**src/rtl/wr_arbiter.sv**
```systemverilog
// -----------------------------------------------------------------------------
// wr_arbiter
//
// Shares one W-bit holding register among N requesters. Each cycle in IDLE the
// arbiter picks one eligible requester, pulses its grant, and loads its data
// into the register. After every write it forces GAP idle cycles before the
// next grant, so consumers of q see a stable value for at least GAP+1 cycles.
//
// Configuration macro:
//   WR_ARBITER_RR_EN  defined   -> round-robin arbitration (search starts one
//                                  past the last winner)
//                     undefined -> fixed priority (lowest index wins)
//
// Parameters:
//   N    number of requesters, 2..8
//   W    data width per requester and width of q
//   GAP  idle cycles forced after each write, 0..15
//
// Ports:
//   clk     in   rising-edge clock
//   resetn  in   synchronous active-low reset
//   req     in   [N]    per-requester write request (level)
//   data    in   [N*W]  requester i data on bits [i*W +: W]
//   gnt     out  [N]    one-hot grant, one-cycle pulse
//   en_out  out         write strobe, high in the cycle q takes new data
//   q       out  [W]    shared register contents
//   q_src   out  [clog2(N)] index of the last writer
//   busy    out         high for the GAP cycles that follow each write
//
// All outputs come straight from flops; nothing from req/data reaches an
// output combinationally.
// -----------------------------------------------------------------------------
module wr_arbiter #(
    parameter int N   = 4,
    parameter int W   = 4,
    parameter int GAP = 1
) (
    input  logic                   clk,
    input  logic                   resetn,
    input  logic [N-1:0]           req,
    input  logic [N*W-1:0]         data,
    output logic [N-1:0]           gnt,
    output logic                   en_out,
    output logic [W-1:0]           q,
    output logic [$clog2(N)-1:0]   q_src,
    output logic                   busy
);

    localparam int SW = $clog2(N);

    typedef enum logic {
        S_IDLE,
        S_GAP
    } state_t;

    state_t         state_q, state_d;
    logic [3:0]     cnt_q, cnt_d;
    logic [N-1:0]   gnt_q, gnt_d;
    logic           en_q, en_d;
    logic [W-1:0]   q_q, q_d;
    logic [SW-1:0]  src_q, src_d;
    logic           busy_q, busy_d;

`ifdef WR_ARBITER_RR_EN
    logic [SW-1:0]  ptr_q, ptr_d;
`endif

    // A requester still holding req during its own grant cycle is masked so
    // it cannot be granted twice for one request.
    logic [N-1:0]   elig;
    logic           win_valid;
    logic [SW-1:0]  win_idx;
    logic [W-1:0]   win_data;

    assign elig = req & ~gnt_q;

    // Winner selection.
    // NOTE: every signal written in an always_comb block gets a default on
    // entry; a path that leaves one unassigned would infer a latch.
    always_comb begin
        win_valid = 1'b0;
        win_idx   = '0;
`ifdef WR_ARBITER_RR_EN
        // Walk the ring starting one past the last winner.
        for (int k = 0; k < N; k++) begin
            if (!win_valid && elig[(int'(ptr_q) + 1 + k) % N]) begin
                win_valid = 1'b1;
                win_idx   = SW'((int'(ptr_q) + 1 + k) % N);
            end
        end
`else
        for (int i = 0; i < N; i++) begin
            if (!win_valid && elig[i]) begin
                win_valid = 1'b1;
                win_idx   = SW'(i);
            end
        end
`endif
    end

    assign win_data = data[int'(win_idx)*W +: W];

    // Next-state and output logic.
    always_comb begin
        state_d = state_q;
        cnt_d   = cnt_q;
        gnt_d   = '0;
        en_d    = 1'b0;
        q_d     = q_q;
        src_d   = src_q;
        busy_d  = 1'b0;
`ifdef WR_ARBITER_RR_EN
        ptr_d   = ptr_q;
`endif

        unique case (state_q)
            S_IDLE: begin
                if (win_valid) begin
                    gnt_d = N'(1) << win_idx;
                    en_d  = 1'b1;
                    q_d   = win_data;
                    src_d = win_idx;
`ifdef WR_ARBITER_RR_EN
                    ptr_d = win_idx;
`endif
                    if (GAP > 0) begin
                        state_d = S_GAP;
                        cnt_d   = 4'(GAP);
                    end
                end
            end

            S_GAP: begin
                // busy trails the GAP state by one cycle: the write cycle
                // itself is not busy, and the last busy cycle coincides with
                // IDLE so the next grant lands exactly GAP+1 cycles after
                // the previous one.
                busy_d = 1'b1;
                if (cnt_q <= 4'd1) begin
                    state_d = S_IDLE;
                    cnt_d   = 4'd0;
                end else begin
                    cnt_d = cnt_q - 4'd1;
                end
            end

            default: begin
                state_d = S_IDLE;
                cnt_d   = 4'd0;
            end
        endcase
    end

    // NOTE: sequential state uses non-blocking assignments so every flop
    // samples the pre-edge value of every other flop, independent of order.
    always_ff @(posedge clk) begin
        if (!resetn) begin
            state_q <= S_IDLE;
            cnt_q   <= 4'd0;
            gnt_q   <= '0;
            en_q    <= 1'b0;
            q_q     <= '0;
            src_q   <= '0;
            busy_q  <= 1'b0;
`ifdef WR_ARBITER_RR_EN
            // Starting at N-1 makes the first search begin at index 0.
            ptr_q   <= SW'(N - 1);
`endif
        end else begin
            state_q <= state_d;
            cnt_q   <= cnt_d;
            gnt_q   <= gnt_d;
            en_q    <= en_d;
            q_q     <= q_d;
            src_q   <= src_d;
            busy_q  <= busy_d;
`ifdef WR_ARBITER_RR_EN
            ptr_q   <= ptr_d;
`endif
        end
    end

    assign gnt    = gnt_q;
    assign en_out = en_q;
    assign q      = q_q;
    assign q_src  = src_q;
    assign busy   = busy_q;

endmodule
```
**config.mk**
```make
export PLATFORM = sky130hd
export DESIGN_NAME = wr_arbiter
export DESIGN_NICKNAME = d
export VERILOG_FILES = /design/src/rtl/wr_arbiter.sv
export SDC_FILE = /design/constraint.sdc
export NUM_CORES = 1
export LEC_CHECK = 0
export CORE_MARGIN = 1.5
export CORE_UTILIZATION = 45
export CTS_CLUSTER_SIZE = 40
export DETAILED_ROUTE_END_ITERATION = 6
export GPL_TIMING_DRIVEN = 0
export PLACE_DENSITY_LB_ADDON = 0.25
export REMOVE_ABC_BUFFERS = 1
export SETUP_SLACK_MARGIN = 0.4
export SLEW_MARGIN = 20
export SYNTH_ARGS = -nofsm -noshare
export SYNTH_HDL_FRONTEND = slang
export SYNTH_SLANG_ARGS = --single-unit
```
**constraint.sdc**
```tcl
create_clock -name clk -period 2.6 [get_ports clk]
set_input_delay 0.39 -clock clk [delete_from_list [all_inputs] [get_ports clk]]
set_output_delay 0.39 -clock clk [all_outputs]
set_load 0.01 [all_outputs]
```
* Yosys cells after proc, flatten, opt, wreduce, memory -nomap -nowiden
Index checks and enable logic that the tools add are counted.
** Storage, ports and cells
- Input bits :: 22
- RAM bits :: 0
- Latch bits :: 0
- ROM bits :: 0
- Bits in registers :: 17
- Memories :: 0
- Word-level logic and storage cells :: 40
** Cells by class
- $mul :: 0
- Bitwise operators :: 5
- Shifts and indexed selects :: 2
- Div/mod/pow operators :: 0
- Magnitude comparators :: 1
- Mux-type cells :: 14
- Eq/ne operators :: 1
- Reductions and logical operators :: 9
- Add/subtract/negate cells :: 1
** Operators by type and width (number)
- variable part select 16 x 5 -> 4 bit :: 1
- two-way mux 1 bit :: 8
- two-way mux 4 bit :: 2
- case mux 4 bit (2 select lines) :: 1
- AND 4 bit :: 1
- <= comparator 4 x 1 -> 1 bit, second input constant :: 1
- two-way mux 2 bit :: 2
- NOT 4 bit :: 1
- << shifter 1 x 2 -> 4 bit, first input constant :: 1
- subtractor 4 x 1 -> 4 bit, second input constant :: 1
- logical AND 1 bit :: 3
- logical NOT 1 bit :: 3
- NOT 1 bit :: 3
- OR reduction 3 bit :: 1
- inequality test 2 bit, second input constant :: 1
- case mux 1 bit (2 select lines) :: 1
- AND reduction 2 bit :: 1
- OR reduction 2 bit :: 1

* Logic depth before layout (Yosys ltp)
Gate-level depths: netlist of run 1.
- Word-level depth :: 14
- Depth in mapped cells :: 7

* Least setup slack after synthesis of run 1
No wires, ideal clock.
- Kind :: reg2reg
- From :: reg cnt_q[0]
- To :: reg cnt_q[3]
- Setup slack :: 1.306 ns
- Stages on the path, launching flop included :: 8
- Arrival time :: 1.170 ns
- Period minus slack after synthesis :: 1.294 ns
- Library setup time :: 0.124 ns
- Path through :: dfxtp_1 -> inv_1 -> ha_1 -> nor2_1 -> o31ai_2 -> nor2_1 -> o21ai_0 -> o21ai_0
** On the way
- Longest elaborated chain between the ends :: 3
** RTL lines
- start: declaration :: RTL line 57 : logic [3:0] cnt_q, cnt_d;
- start signal: assignment :: RTL line 171 : cnt_q <= cnt_d;
- subtractor 4 x 1 -> 4 bit or <= comparator 4 x 1 -> 1 bit (tied branches) :: RTL line 143, 139
- two-way mux 4 bit (*) :: RTL line 139 : if (cnt_q <= 4'd1) begin
- case mux 4 bit (2 select lines) (*) :: RTL line 116 : unique case (state_q)
Mark *: on every way between the ends. The rest lies on a longest branch, timed or not.
A chain may end at the register's enable or synchronous reset.

* Worst setup path in the final report of run 1
- From :: reg gnt_q[0], in the netlist gnt[0]
- To :: out gnt[0]
** RTL lines
- start: declaration :: RTL line 58 : logic [N-1:0] gnt_q, gnt_d;
- start signal: assignment :: RTL line 172 : gnt_q <= gnt_d;
- end: declaration :: RTL line 42 : output logic [N-1:0] gnt,
No word-level cell between the ends.

==> results.txt, run 1 <==
The number of clock buffers added by TritonCTS is 3. The clock net in this run drives a total of 17 sinks. The kind of cell with the highest combined delay along the critical path is buffers and inverters.

The count of nets left with antenna violations once routing finished came out at 0. The tools report the type of element capturing the critical path as an output pin. The routed layout has 820 vias. Synthesized netlist cell count: 96.

At the worst endpoint, the required time is 2.21 ns. Between clock sinks in the finished design, the worst skew comes to 0.00599 ns. Derived from the worst setup path, the maximum achievable clock frequency is 603 MHz. The longest individual stage delay on the worst path was 0.57 ns. For this run, global-route usage on met1 was measured as 24.8%. TritonCTS built the clock tree. The run gives 866 µm² as the synthesized cell area. The count of cells along the worst hold path is 1, and the static leakage is 0.481 nW.

In this run, the number of DRC markers left after iteration 0 of detailed routing was 14. The tools report the number of rows in the core area as 15. The flow ran to the end, and the final reports show no timing, DRC or antenna violations.

Setup slack of the critical path after layout: 0.942 ns. Type of the setup path with the least slack: flop to output pin. Cell at the slowest stage of the critical path: sky130_fd_sc_hd__clkdlybuf4s50_1. The worst hold path begins at q[0]$_SDFFE_PN0P_. The ratio of total power to cell area was 542 nW/µm².

The logs give 0 for the number of diodes and 0.29 ns for the clock insertion delay at the later pin of the skew report. The post-layout net count is 156. The root buffer cell chosen for the clock tree is sky130_fd_sc_hd__clkbuf_4. Once the floorplan was initialized, standard cells occupied 49.1% of the core. Once detailed placement completed, the half-perimeter wirelength came to 1570 µm. Of the synthesized area, sequential elements account for 39.3%. From synthesis to final layout, the design area changed by 43.1%.

Buffers placed on the I/O ports in this run total 33. The logs give 0 for the number of max-slew violations in the final report and 33.4% for the met2 usage. The first global-routing pass estimated 3190 µm of wire. The count of buffering cells on the critical path with inverters included is 1. Setup repair after global routing left no endpoint under its margin.

After synthesis, the share of flip-flops with an asynchronous set or reset is 0%. In this run the vertical extent of the chip is 46.9 µm. Once layout is done, the placed cells without fillers occupy 1240 µm². The via count of the first global-routing pass was 792; the worst-case clock buffer depth was 2. Hold repair after CTS inserted 0 buffers. Using the TritonRoute via totals, the vias-per-cell ratio works out to 5.26. The layout filler cell count is 153, and the largest fanout of any net on the critical path is 3. For the total setup violations reported at the end of the flow, the log shows 0. Summed over all layers, the routed wires come to 1930 µm.

Counting flops with a built-in enable in the synthesized netlist gives 0. The run gives 0 as the final number of hold-violating endpoints. In this run the critical register-to-register path is launched from cnt_q[0]$_SDFFE_PN0P_. In this run the mean area of a mapped cell was 9.02 µm².

Worst-case hold path end point: q[0]$_SDFFE_PN0P_. The transition time at the pin with the least slew margin was 0.431 ns; the depth of the worst register-to-register path was 7. The detail-routed net length per standard cell is 12.4 µm, and the setup slack at placement is 0.748 ns.

The netlist uses 32 different library cells. The worst hold-check path type is flop to flop. In the finished design, the share of the clock period the worst path needs comes to 63.8%.

For the buffer count from post-CTS setup fixing, the log shows 0. The number of resized instances in the post-cts repair step came out at 0. The most instantiated flip-flop cell in the synthesis netlist is sky130_fd_sc_hd__dfxtp_1.

For the final-layout setup total negative slack, the log shows 0 ns. The category of the worst setup path launch point was a flop. The tools report the setup slack of the most critical reg-to-reg path as 1.07 ns. The synthesized design contains 17 register bits. Once placement finished, the instance area stood at 1210 µm². The run gives 498 µm² as the area occupied by multi-input gates. The first detailed-routing pass ran for 4 iterations. The logs give 0 for the number of antenna violations at the first check in global routing and 0 for the total congestion overflow. Post-CTS clock slew at the launch and capture registers of the worst setup and hold paths: 0.11 ns. In the final layout, the share of cells above drive strength 1 is 14.5%. In the final layout, flip-flops and latches occupy 340 µm². The logs give 350 µV for the highest ir drop seen on vdd and 0 for the count of synthesis-stage warnings from yosys. The tools report the deepest level of the CTS H-tree as 1. The die area was 2200 µm². Maximum number of pins on one net before global-route repair: 11. The headroom to the max-slew limit is 71.1%, and the total global routing track utilization is 20.3%.

The total DRC errors in the routed layout came out at 0. The busiest metal layer after global routing is met2. The critical path goes through clkdlybuf4s50_1. Measured along the x axis, the die boundary spans 46.9 µm. The tools report the weighted congestion reported at the end of routability-driven placement as 0.773.

The I/O pin count came out at 34. Global routing used 6.15% of the available met3 tracks. The endpoint of the most critical register-to-register path is cnt_q[3]$_SDFFE_PN0P_.

The core region is 1760 µm². For the worst setup path, the data arrival time is 1.27 ns. Tracing the worst setup path back leads to its startpoint at gnt[0]$_SDFF_PP0_. The tool flagged a number of max-cap violations equal to 0. The routed design could run at a clock period as short as 1.66 ns.
## registers in the layout, summed over array words and instances (netlist names)
signal / cells
q_src: 2
busy: 1
q: 4
cnt_q: 4
gnt: 4
en_out: 1
state_q: 1
## worst max-delay path by stage
stage	endpoint	cells after the start
after floorplan	cnt_q[3]$_SDFFE_PN0P_	7
after global placement	q[1]$_SDFFE_PN0P_	6
after detailed placement	q[1]$_SDFFE_PN0P_	6
after CTS	gnt[0]	1
after global routing	cnt_q[3]$_SDFFE_PN0P_	7
final	gnt[0]	1
## power breakdown
part           switching (mW)  internal (mW)  total (mW)
sequential             0.0224          0.291       0.313
combinational          0.0984          0.117       0.215
clock                  0.0853         0.0570       0.142
## synthesized netlist by cell type, types with 2 or more instances
master                      n  area share (%)
sky130_fd_sc_hd__nand2_1   10             4.3
sky130_fd_sc_hd__nor2_1    10             4.3
sky130_fd_sc_hd__ha_1       2             2.9
sky130_fd_sc_hd__dfxtp_1   17              39
sky130_fd_sc_hd__o21ai_0   10             5.8
sky130_fd_sc_hd__a221oi_1   4             4.0
sky130_fd_sc_hd__a22o_1     4             4.0
sky130_fd_sc_hd__nand2b_1   6             4.3
sky130_fd_sc_hd__nor2_2     2             1.4
sky130_fd_sc_hd__nor2b_2    2             2.0
sky130_fd_sc_hd__inv_1      3             1.3
sky130_fd_sc_hd__o211ai_1   4             3.5
sky130_fd_sc_hd__nor3_1     3             1.7
## cells in the final DEF (no fill, tap or decap), types with 2 or more instances in the layout
master                            instances
sky130_fd_sc_hd__nand2_1                 10
sky130_fd_sc_hd__nor3_1                   3
sky130_fd_sc_hd__nor2b_2                  2
sky130_fd_sc_hd__dfxtp_1                 17
sky130_fd_sc_hd__inv_1                    3
sky130_fd_sc_hd__nor2_2                   2
sky130_fd_sc_hd__o211ai_1                 4
sky130_fd_sc_hd__clkdlybuf4s50_1         33
sky130_fd_sc_hd__nand2b_1                 6
sky130_fd_sc_hd__a221oi_1                 4
sky130_fd_sc_hd__nor2_1                  10
sky130_fd_sc_hd__clkbuf_4                 3
sky130_fd_sc_hd__a22o_1                   4
sky130_fd_sc_hd__ha_1                     2
sky130_fd_sc_hd__o21ai_0                 10
## logic make-up (layout without fill, tap and decap cells)
kind of cell               Yosys count  count (layout)  synth area share (%)
and+or+nand+nor                     43              43                  28.6
buffers and inverters                5              40                  3.18
adders and majority gates            2               2                  2.89
DFF                                 17              17                  39.3
muxes                                1               1                  1.16
AOI/OAI and AO/OA                   28              28                  24.9
## stage by stage
stage,util [%],power [mW],cells,hold WS [ns]
3_3_place_gp,68.7,0.528,152,0.466
4_1_cts,70.2,0.672,156,0.498
3_5_place_dp,68.7,0.534,152,0.472
6_report,70.2,0.671,156,0.496
5_1_grt,70.2,0.710,156,0.528
2_1_floorplan,-,0.437,94,0.448
## final cells by class
class	count	share of cell area, %
Clock buffer	3	1.82
Sequential cell	17	27.5
Tap cell	25	2.53
Timing Repair Buffer	33	26.7
Clock inverter	1	0.404
Inverter	3	0.909
Multi-Input combinational cell	74	40.2
## layer usage
metal	vias to the layer above	share of wire, %
met2	25	50
met4	0	0.67
met1	379	43
li1	414	-
met3	2	6.7
met5	-	0
No activity file was read; power rests on OpenSTA's default activity.
==> inputs of run 2 (changes only) <==
--- a/config.mk
+++ b/config.mk
@@ -6,7 +6,7 @@
 export NUM_CORES = 1
 export LEC_CHECK = 0
 export CORE_MARGIN = 1.5
-export CORE_UTILIZATION = 45
+export CORE_UTILIZATION = 38
 export CTS_CLUSTER_SIZE = 40
 export DETAILED_ROUTE_END_ITERATION = 6
 export GPL_TIMING_DRIVEN = 0
==> constraint.sdc (replaced) <==
create_clock -name clk -period 1.5 [get_ports clk]
set_input_delay 0.225 -clock clk [delete_from_list [all_inputs] [get_ports clk]]
set_output_delay 0.225 -clock clk [all_outputs]
set_load 0.01 [all_outputs]
==> run 2 against run 1 <==
Via count grew 8.4%. Clock power grew 87%. Worst hold slack lost 0.014 ns. Clock-buffer cell count is the same. Register-to-register slack lost 0.89 ns. Sequential share of layout area shrank 2.3 points. First-iteration DRC count grew 29%. Power grew 94%. Combinational power grew 120%. Design area grew 15%. Setup slack lost 0.76 ns. Critical path type is now flop to flop. Largest cell class unchanged. Largest power group unchanged.
==> results.txt, run 2 (synthesized netlist as in run 1, its figures left out) <==
The critical path data arrival time is 1.52 ns. Summed over all cells, the static leakage comes to 0.591 nW. In this run the remaining antenna-violating nets after routing total 0. For the worst-case clock buffer depth, the log shows 2. The smallest clock period supported by the final layout is computed as 1.32 ns. On the critical path, the stage with the largest delay is an instance of sky130_fd_sc_hd__dfxtp_2. The post-CTS clock slew at the launch and capture registers of the worst setup and hold paths was 0.11 ns. Setup repair after global routing could not meet its margin everywhere. The logs give 167 for the post-layout net count and 0 for the number of antenna violations at the first check in global routing. Headroom to the max-slew limit came out at 80.8%. The worst register-to-register path begins at gnt[2]$_SDFF_PP0_. The setup slack of the most critical reg-to-reg path is 0.18 ns, and the total global routing track utilization is 20.5%. Across the VDD grid, the largest voltage drop is 707 µV.

The run gives 18 as the DRC marker count from the first detailed-route iteration. In this design, the stage delay of the slowest critical-path cell is 0.34 ns. In this run the worst setup path terminates at q[0]$_SDFFE_PN0P_. The ratio of total power to cell area works out to 913 nW/µm².

The tools report the deepest level of the CTS H-tree as 1. The type of the setup path with the least slack was flop to flop. The worst hold slack is 0.482 ns, and the detail-routed net length per standard cell is 14.3 µm.

Row generation in the floorplan step produced 17 rows. Based on the critical path, the design can be clocked at up to 757 MHz. The global-route wire length before repair was 3880 µm. Measured along the y axis, the die boundary spans 50.7 µm. Entering global routing, the biggest net connects 11 pins.

The tools report the category of the worst setup path launch point as a flop. The count of buffering cells on the critical path with inverters included came out at 0. Counting the buffers created by CTS gives 3. The final clock period utilization by the worst path was 88.1%.

The flow ran to the end, and the final reports show no timing, DRC or antenna violations. The congestion estimate from routability-driven global placement came to 0.850. The relative area change from synthesis to final layout was 64.3%.

CTS placed an instance of sky130_fd_sc_hd__clkbuf_4 at the clock tree root. The overall power came out at 1.30 mW. The min-delay analysis places its worst path in the category flop to flop. The number of diodes is 0.

Number of max-slew violations in the final report: 0. Walking the worst path, the cells encountered are and2b_4, nor2_4, a221oi_2, nor2_1, a22o_1. Most frequent standard cell in the layout excluding fill and tap cells: sky130_fd_sc_hd__clkdlybuf4s50_1. Counting buffers and inverters, the worst setup path is 5 cells deep.

Type of element capturing the critical path: a flop. The clock net sink count came out at 17. In the layout the commonest cells are sky130_fd_sc_hd__clkdlybuf4s50_1, sky130_fd_sc_hd__dfxtp_2, sky130_fd_sc_hd__nand2_1. The final route contains 889 vias. For this design the top-level I/O count stands at 34. The fraction of final layout cells sized beyond drive strength 1 came out at 45.8%.

The floorplan step set the die width to 50.7 µm. For the final database, setup skew stands at 0.00304 ns. In this run the critical register-to-register path is captured at q[0]$_SDFFE_PN0P_. The total congestion overflow is 0, and the iteration count of the initial detailed-routing pass is 4. Broken down by cell family, the worst path's largest delay share belongs to simple AND/OR/NAND/NOR gates. The depth of the worst register-to-register path was 5; the vias per cell was 5.23.

The total setup violations reported at the end of the flow is 0. The required time at the worst-slack endpoint was 1.70 ns; the transition time at the pin with the least slew margin was 0.288 ns. Number of input and output port buffers inserted: 33. Clock latency on the worst-skew pair, taken at its later pin, is 0.30 ns. In this run the worst setup path begins at gnt[2]$_SDFF_PP0_.

The floorplan step defined a die boundary enclosing 2570 µm². The max capacitance violation total was 0. In the routed design, unresolved DRC markers number 0.

TritonCTS built the clock tree. The tools report the final number of hold-violating endpoints as 0. Counting the fill cells in the layout gives 178. For this configuration, the core starts out at a cell density of 39.5%. The via count of the first global-routing pass was 872; the core footprint was 2190 µm². Wires add up to 2430 µm. Summed over all nets, the half-perimeter wirelength after detailed placement is 1590 µm. The largest fanout of any net on the critical path works out to 6.
==> run 2: cell count changes in the layout (fill, tap and decap cells not counted), moves of 4 or more <==
| cell | before | now |
|---|---|---|
| sky130_fd_sc_hd__dfxtp_1 | 17 | 5 |
| sky130_fd_sc_hd__buf_6 | 0 | 4 |
| sky130_fd_sc_hd__o21ai_0 | 10 | 2 |
| sky130_fd_sc_hd__a221oi_2 | 0 | 4 |
| sky130_fd_sc_hd__o21ai_1 | 0 | 8 |
| sky130_fd_sc_hd__buf_2 | 0 | 8 |
| sky130_fd_sc_hd__clkdlybuf4s50_1 | 33 | 19 |
| sky130_fd_sc_hd__dfxtp_2 | 0 | 11 |
| sky130_fd_sc_hd__buf_4 | 0 | 7 |
| sky130_fd_sc_hd__a221oi_1 | 4 | 0 |
==> run 2: timing repair <==
item | 4_1_cts | 5_1_grt
hold endpoints to repair | 0 | 0
resized for setup | 75 | 20
buffers inserted | 10 | 0
hold buffers | 0 | 0
cloned | 1 | 0
pin swaps | 14 | 9
setup endpoints to repair | 27 | 24
==> run 2: layer usage <==
layer | wire length [µm] | up-vias | track usage [%]
met5 | 0 | - | 0
met4 | 34 | 0 | 8.56
met3 | 118 | 4 | 4.17
met2 | 1290 | 33 | 36.6
met1 | 987 | 412 | 23.4
li1 | - | 440 | -
==> run 2: power by group <==
part	total (mW)	internal [mW]	switching, mW
logic	0.470	0.248	0.222
registers	0.563	0.514	0.0490
clock network	0.266	0.0993	0.167
total	1.30	0.861	0.438
==> run 2: layout make-up <==
cell class	count	area, µm²	share of cell area (%)
flip-flops and latches	17	358	25.2
multi-input cells	75	612	43.0
inverters	3	13.8	0.967
well taps	28	35.0	2.46
repair buffers	43	377	26.5
clock buffers	3	22.5	1.58
clock inverters	1	5.00	0.352
==> run 2: stage by stage <==
stage | utilization, % | cell area (µm²) | setup TNS, ns | setup WS [ns] | std cells
global placement | 55.5 | 1210 | -0.995 | -0.153 | 155
finish | 64.9 | 1420 | 0 | 0.178 | 170
detailed placement | 55.5 | 1210 | -1.05 | -0.179 | 155
floorplan | - | 850 | 0 | 0.206 | 94
global route | 64.9 | 1420 | 0 | 0.139 | 170
CTS | 65.4 | 1430 | 0 | 0.190 | 170
==> run 2: worst min-delay path by stage <==
stage | startpoint | to | slack [ns] | depth (start not counted)
after floorplan | resetn | cnt_q[0]$_SDFFE_PN0P_ | 0.33 | 2
after global placement | q[2]$_SDFFE_PN0P_ | q[2]$_SDFFE_PN0P_ | 0.46 | 1
after detailed placement | q[2]$_SDFFE_PN0P_ | q[2]$_SDFFE_PN0P_ | 0.47 | 1
after CTS | q[2]$_SDFFE_PN0P_ | q[2]$_SDFFE_PN0P_ | 0.49 | 1
after global routing | q[3]$_SDFFE_PN0P_ | q[3]$_SDFFE_PN0P_ | 0.49 | 1
final | q[3]$_SDFFE_PN0P_ | q[3]$_SDFFE_PN0P_ | 0.48 | 1
==> run 2: worst register-to-register path: stages (launching register included) <==
cell and delay [ns]:
sky130_fd_sc_hd__dfxtp_2 0.34, sky130_fd_sc_hd__and2b_4 0.32, sky130_fd_sc_hd__nor2_4 0.08, sky130_fd_sc_hd__a221oi_2 0.23
sky130_fd_sc_hd__nor2_1 0.07, sky130_fd_sc_hd__a22o_1 0.18
==> inputs of run 3 (changes only) <==
--- a/config.mk
+++ b/config.mk
@@ -5,7 +5,7 @@
 export SDC_FILE = /design/constraint.sdc
 export NUM_CORES = 1
 export LEC_CHECK = 0
-export CORE_MARGIN = 1.5
+export CORE_MARGIN = 1
 export CORE_UTILIZATION = 38
 export CTS_CLUSTER_SIZE = 40
 export DETAILED_ROUTE_END_ITERATION = 6
==> constraint.sdc (replaced) <==
create_clock -name clk -period 1.5 [get_ports clk]
set_input_delay 0.3 -clock clk [delete_from_list [all_inputs] [get_ports clk]]
set_output_delay 0.3 -clock clk [all_outputs]
set_load 0.01 [all_outputs]
==> run 3 against run 2 <==
Cell count increased by 1.2%. Maximum frequency up 0.59%. Largest power group unchanged. Highest routed layer unchanged. Clock skew about the same. Global-route usage increased by 0.64 points. Worst hold slack better by 0.0018 ns. Combinational power increased by 14%. First-iteration DRC count decreased by 17%.
==> results.txt, run 3 (synthesized netlist as in run 1, its figures left out) <==
For the final number of hold-violating endpoints, the log shows 0. The run gives 15 as the DRC marker count from the first detailed-route iteration. Summing all flip-flop and latch instances after layout gives 360 µm². The detail-routed net length per standard cell was 15.5 µm; the number of input and output port buffers inserted was 33.

The final clock period utilization by the worst path is 87.6%. The die is 49.7 µm tall. The number of hold buffers added after CTS was 0.

Summing all multi-input logic gate instances after layout gives 684 µm². The logs give 21.1% for the total global routing track utilization and 0.29 ns for the clock insertion delay at the later pin of the skew report. The count of cells along the worst hold path works out to 1. The tools report the total DRC errors in the routed layout as 0.

The number of buffers added by the clock tree synthesis step was 3; the largest fanout of any net on the critical path was 5. The first global-routing pass estimated 3920 µm of wire. The via count of the first global-routing pass was 863. Leaving out fill and tap cells, the most frequent cell in the layout is sky130_fd_sc_hd__clkdlybuf4s50_1. The portion of total power attributed to sequential cells came out at 42.0%. For the clock net sink count, the log shows 17.

Setup repair after global routing could not meet its margin everywhere. The peak clock frequency supported by timing is 761 MHz. The tools report the final routed wirelength across all metal layers as 2660 µm. TritonCTS built the clock tree. Of the total power, combinational logic draws 39.5%. The logs give 34 for the I/O pin count and 154 for the number of cells in the design after placement. Post-layout net count: 170. The switching share of power is 34.1%, and the fraction of final layout cells sized beyond drive strength 1 is 51.0%.

The power spent charging and discharging nets is 463 µW, and the vias per cell is 5.28. Die extent in x: 49.7 µm. After global routing the overflow that remains totals 0.

After clock tree synthesis, the clock-pin slew on the worst setup and hold paths is 0.10 ns. The tools report the start point of the worst hold path as q[3]$_SDFFE_PN0P_. For the die area, the log shows 2470 µm². The root buffer selected by CTS was sky130_fd_sc_hd__clkbuf_4. The initial utilization of the core area, before any placement, comes to 42.4%. The logs give 4 for the iteration count of the initial detailed-routing pass and 1.50 ns for the critical path data arrival time. Worst-case hold path end point: q[3]$_SDFFE_PN0P_. The startpoint identified for the worst register-to-register timing path is gnt[3]$_SDFF_PP0_. The congestion estimate from routability-driven global placement came to 0.762. The highest ir drop seen on vdd is 678 µV.

Setup violations remaining at the end of the flow were counted as 0. The relative area change from synthesis to final layout was 77.5%; the max capacitance violation total was 0. The critical path is of the flop to flop type.

Hold is met by 0.484 ns. 0 antenna diodes ended up in the layout. For the pin with the worst max-slew slack, the measured transition is 0.317 ns. Once detail routing completed, the nets flagged for antenna violations numbered 0.

The deepest level of the CTS H-tree was 1. Per report_power, the clock group accounts for 18.4% of the total. The run finished with clean final reports.

The estimated wirelength of the detail-placed design was 1600 µm; the number of antenna violations at the first check in global routing was 0. Ratio of total power to cell area: 884 nW/µm². The routed design could run at a clock period as short as 1.31 ns. No sink is reached through more buffers than the 2 on the longest clock path.

Data on the critical path is required at its endpoint by 1.69 ns. The static leakage is 0.643 nW. After routing, the total negative slack on setup checks comes to 0 ns. Number of rows in the core area: 16. For the number of standard cells in the layout, taps in and fillers out, the log shows 172. The endpoint identified for the worst register-to-register timing path is q[3]$_SDFFE_PN0P_. The core footprint is 2040 µm², and the headroom to the max-slew limit is 78.8%. The internal power of the cells totals 895 µW. For the number of max-slew violations in the final report, the log shows 0.

The worst setup path is captured at a flop. Measured in cells, the most critical reg-to-reg path has a length of 5. The library cells used most frequently in the layout, excluding fill and tap cells, are sky130_fd_sc_hd__clkdlybuf4s50_1, sky130_fd_sc_hd__dfxtp_2. The setup check on the worst reg-to-reg path leaves a slack of 0.19 ns. The clock arrives with 0.00259 ns of skew. The maximum number of pins on one net before global-route repair came out at 11.

Worst hold-check path type: flop to flop. The number of vias after detailed routing came out at 908. The worst setup path is launched from a flop. The layout filler cell count came out at 143.
run 3: cell count changes in the layout (fill, tap and decap cells not counted), sizes merged:
cell,before,now
buf,19,23
clkbuf,3,5
clkdlybuf4s15,3,0
clkdlybuf4s50,19,16
clkinv,1,0
dlygate4sd2,2,6
run 3: how the worst max path moves through the flow:
stage | start | end | slack, ns | cells after the start
finish | gnt[3]$_SDFF_PP0_ | q[3]$_SDFFE_PN0P_ | 0.19 | 5
global route | cnt_q[1]$_SDFFE_PN0P_ | cnt_q[2]$_SDFFE_PN0P_ | 0.09 | 7
CTS | gnt[2]$_SDFF_PP0_ | q[2]$_SDFFE_PN0P_ | 0.21 | 5
detailed placement | req[0] | q[1]$_SDFFE_PN0P_ | -0.27 | 6
global placement | req[0] | q[1]$_SDFFE_PN0P_ | -0.25 | 6
floorplan | cnt_q[0]$_SDFFE_PN0P_ | cnt_q[3]$_SDFFE_PN0P_ | 0.21 | 7
run 3: worst max-delay path, cell delays in order, from the launching register on:
cell	delay (ns)
sky130_fd_sc_hd__dfxtp_4	0.38
sky130_fd_sc_hd__nor2b_4	0.21
sky130_fd_sc_hd__a21oi_4	0.11
sky130_fd_sc_hd__o21ai_1	0.16
sky130_fd_sc_hd__o211ai_1	0.14
sky130_fd_sc_hd__a22o_1	0.21
run 3: repair_timing:
action	in CTS	in global routing
gates resized for setup	96	22
gates cloned	1	0
pin swaps	27	11
setup buffers	7	6
setup endpoints to repair	28	21
run 3: per-layer routing:
layer  share of wire [%]  up-vias  GRT usage [%]
li1                    -      443              -
met1                  40      438           24.3
met2                  54       21           37.6
met3                 3.7        6           3.70
met4                 1.6        0           9.05
met5                   0        -              0
run 3: power by group through the flow:
stage | registers [mW] | clock network (mW) | logic (mW)
3_3_place_gp | 0.551 | 0 | 0.367
2_1_floorplan | 0.564 | 0 | 0.194
6_report | 0.571 | 0.251 | 0.537
3_5_place_dp | 0.554 | 0 | 0.375
4_1_cts | 0.558 | 0.259 | 0.468
5_1_grt | 0.578 | 0.274 | 0.572
run 3: metrics by stage:
stage | instance area, µm² | power (mW) | utilization, % | worst slack [ns]
3_3_place_gp | 1210 | 0.918 | 59.4 | -0.248
2_1_floorplan | 850 | 0.758 | - | 0.206
4_1_cts | 1450 | 1.28 | 70.8 | 0.213
6_report | 1540 | 1.36 | 75.2 | 0.186
5_1_grt | 1540 | 1.42 | 75.2 | 0.0874
3_5_place_dp | 1210 | 0.928 | 59.4 | -0.273
run 3: final cells by class:
cell class	count	share of cell area (%)
sequential	17	23.5
timing repair buffer	46	27.0
clock buffer	4	1.71
tap	27	2.20
multi-input combinational	75	44.5
inverter	3	1.06
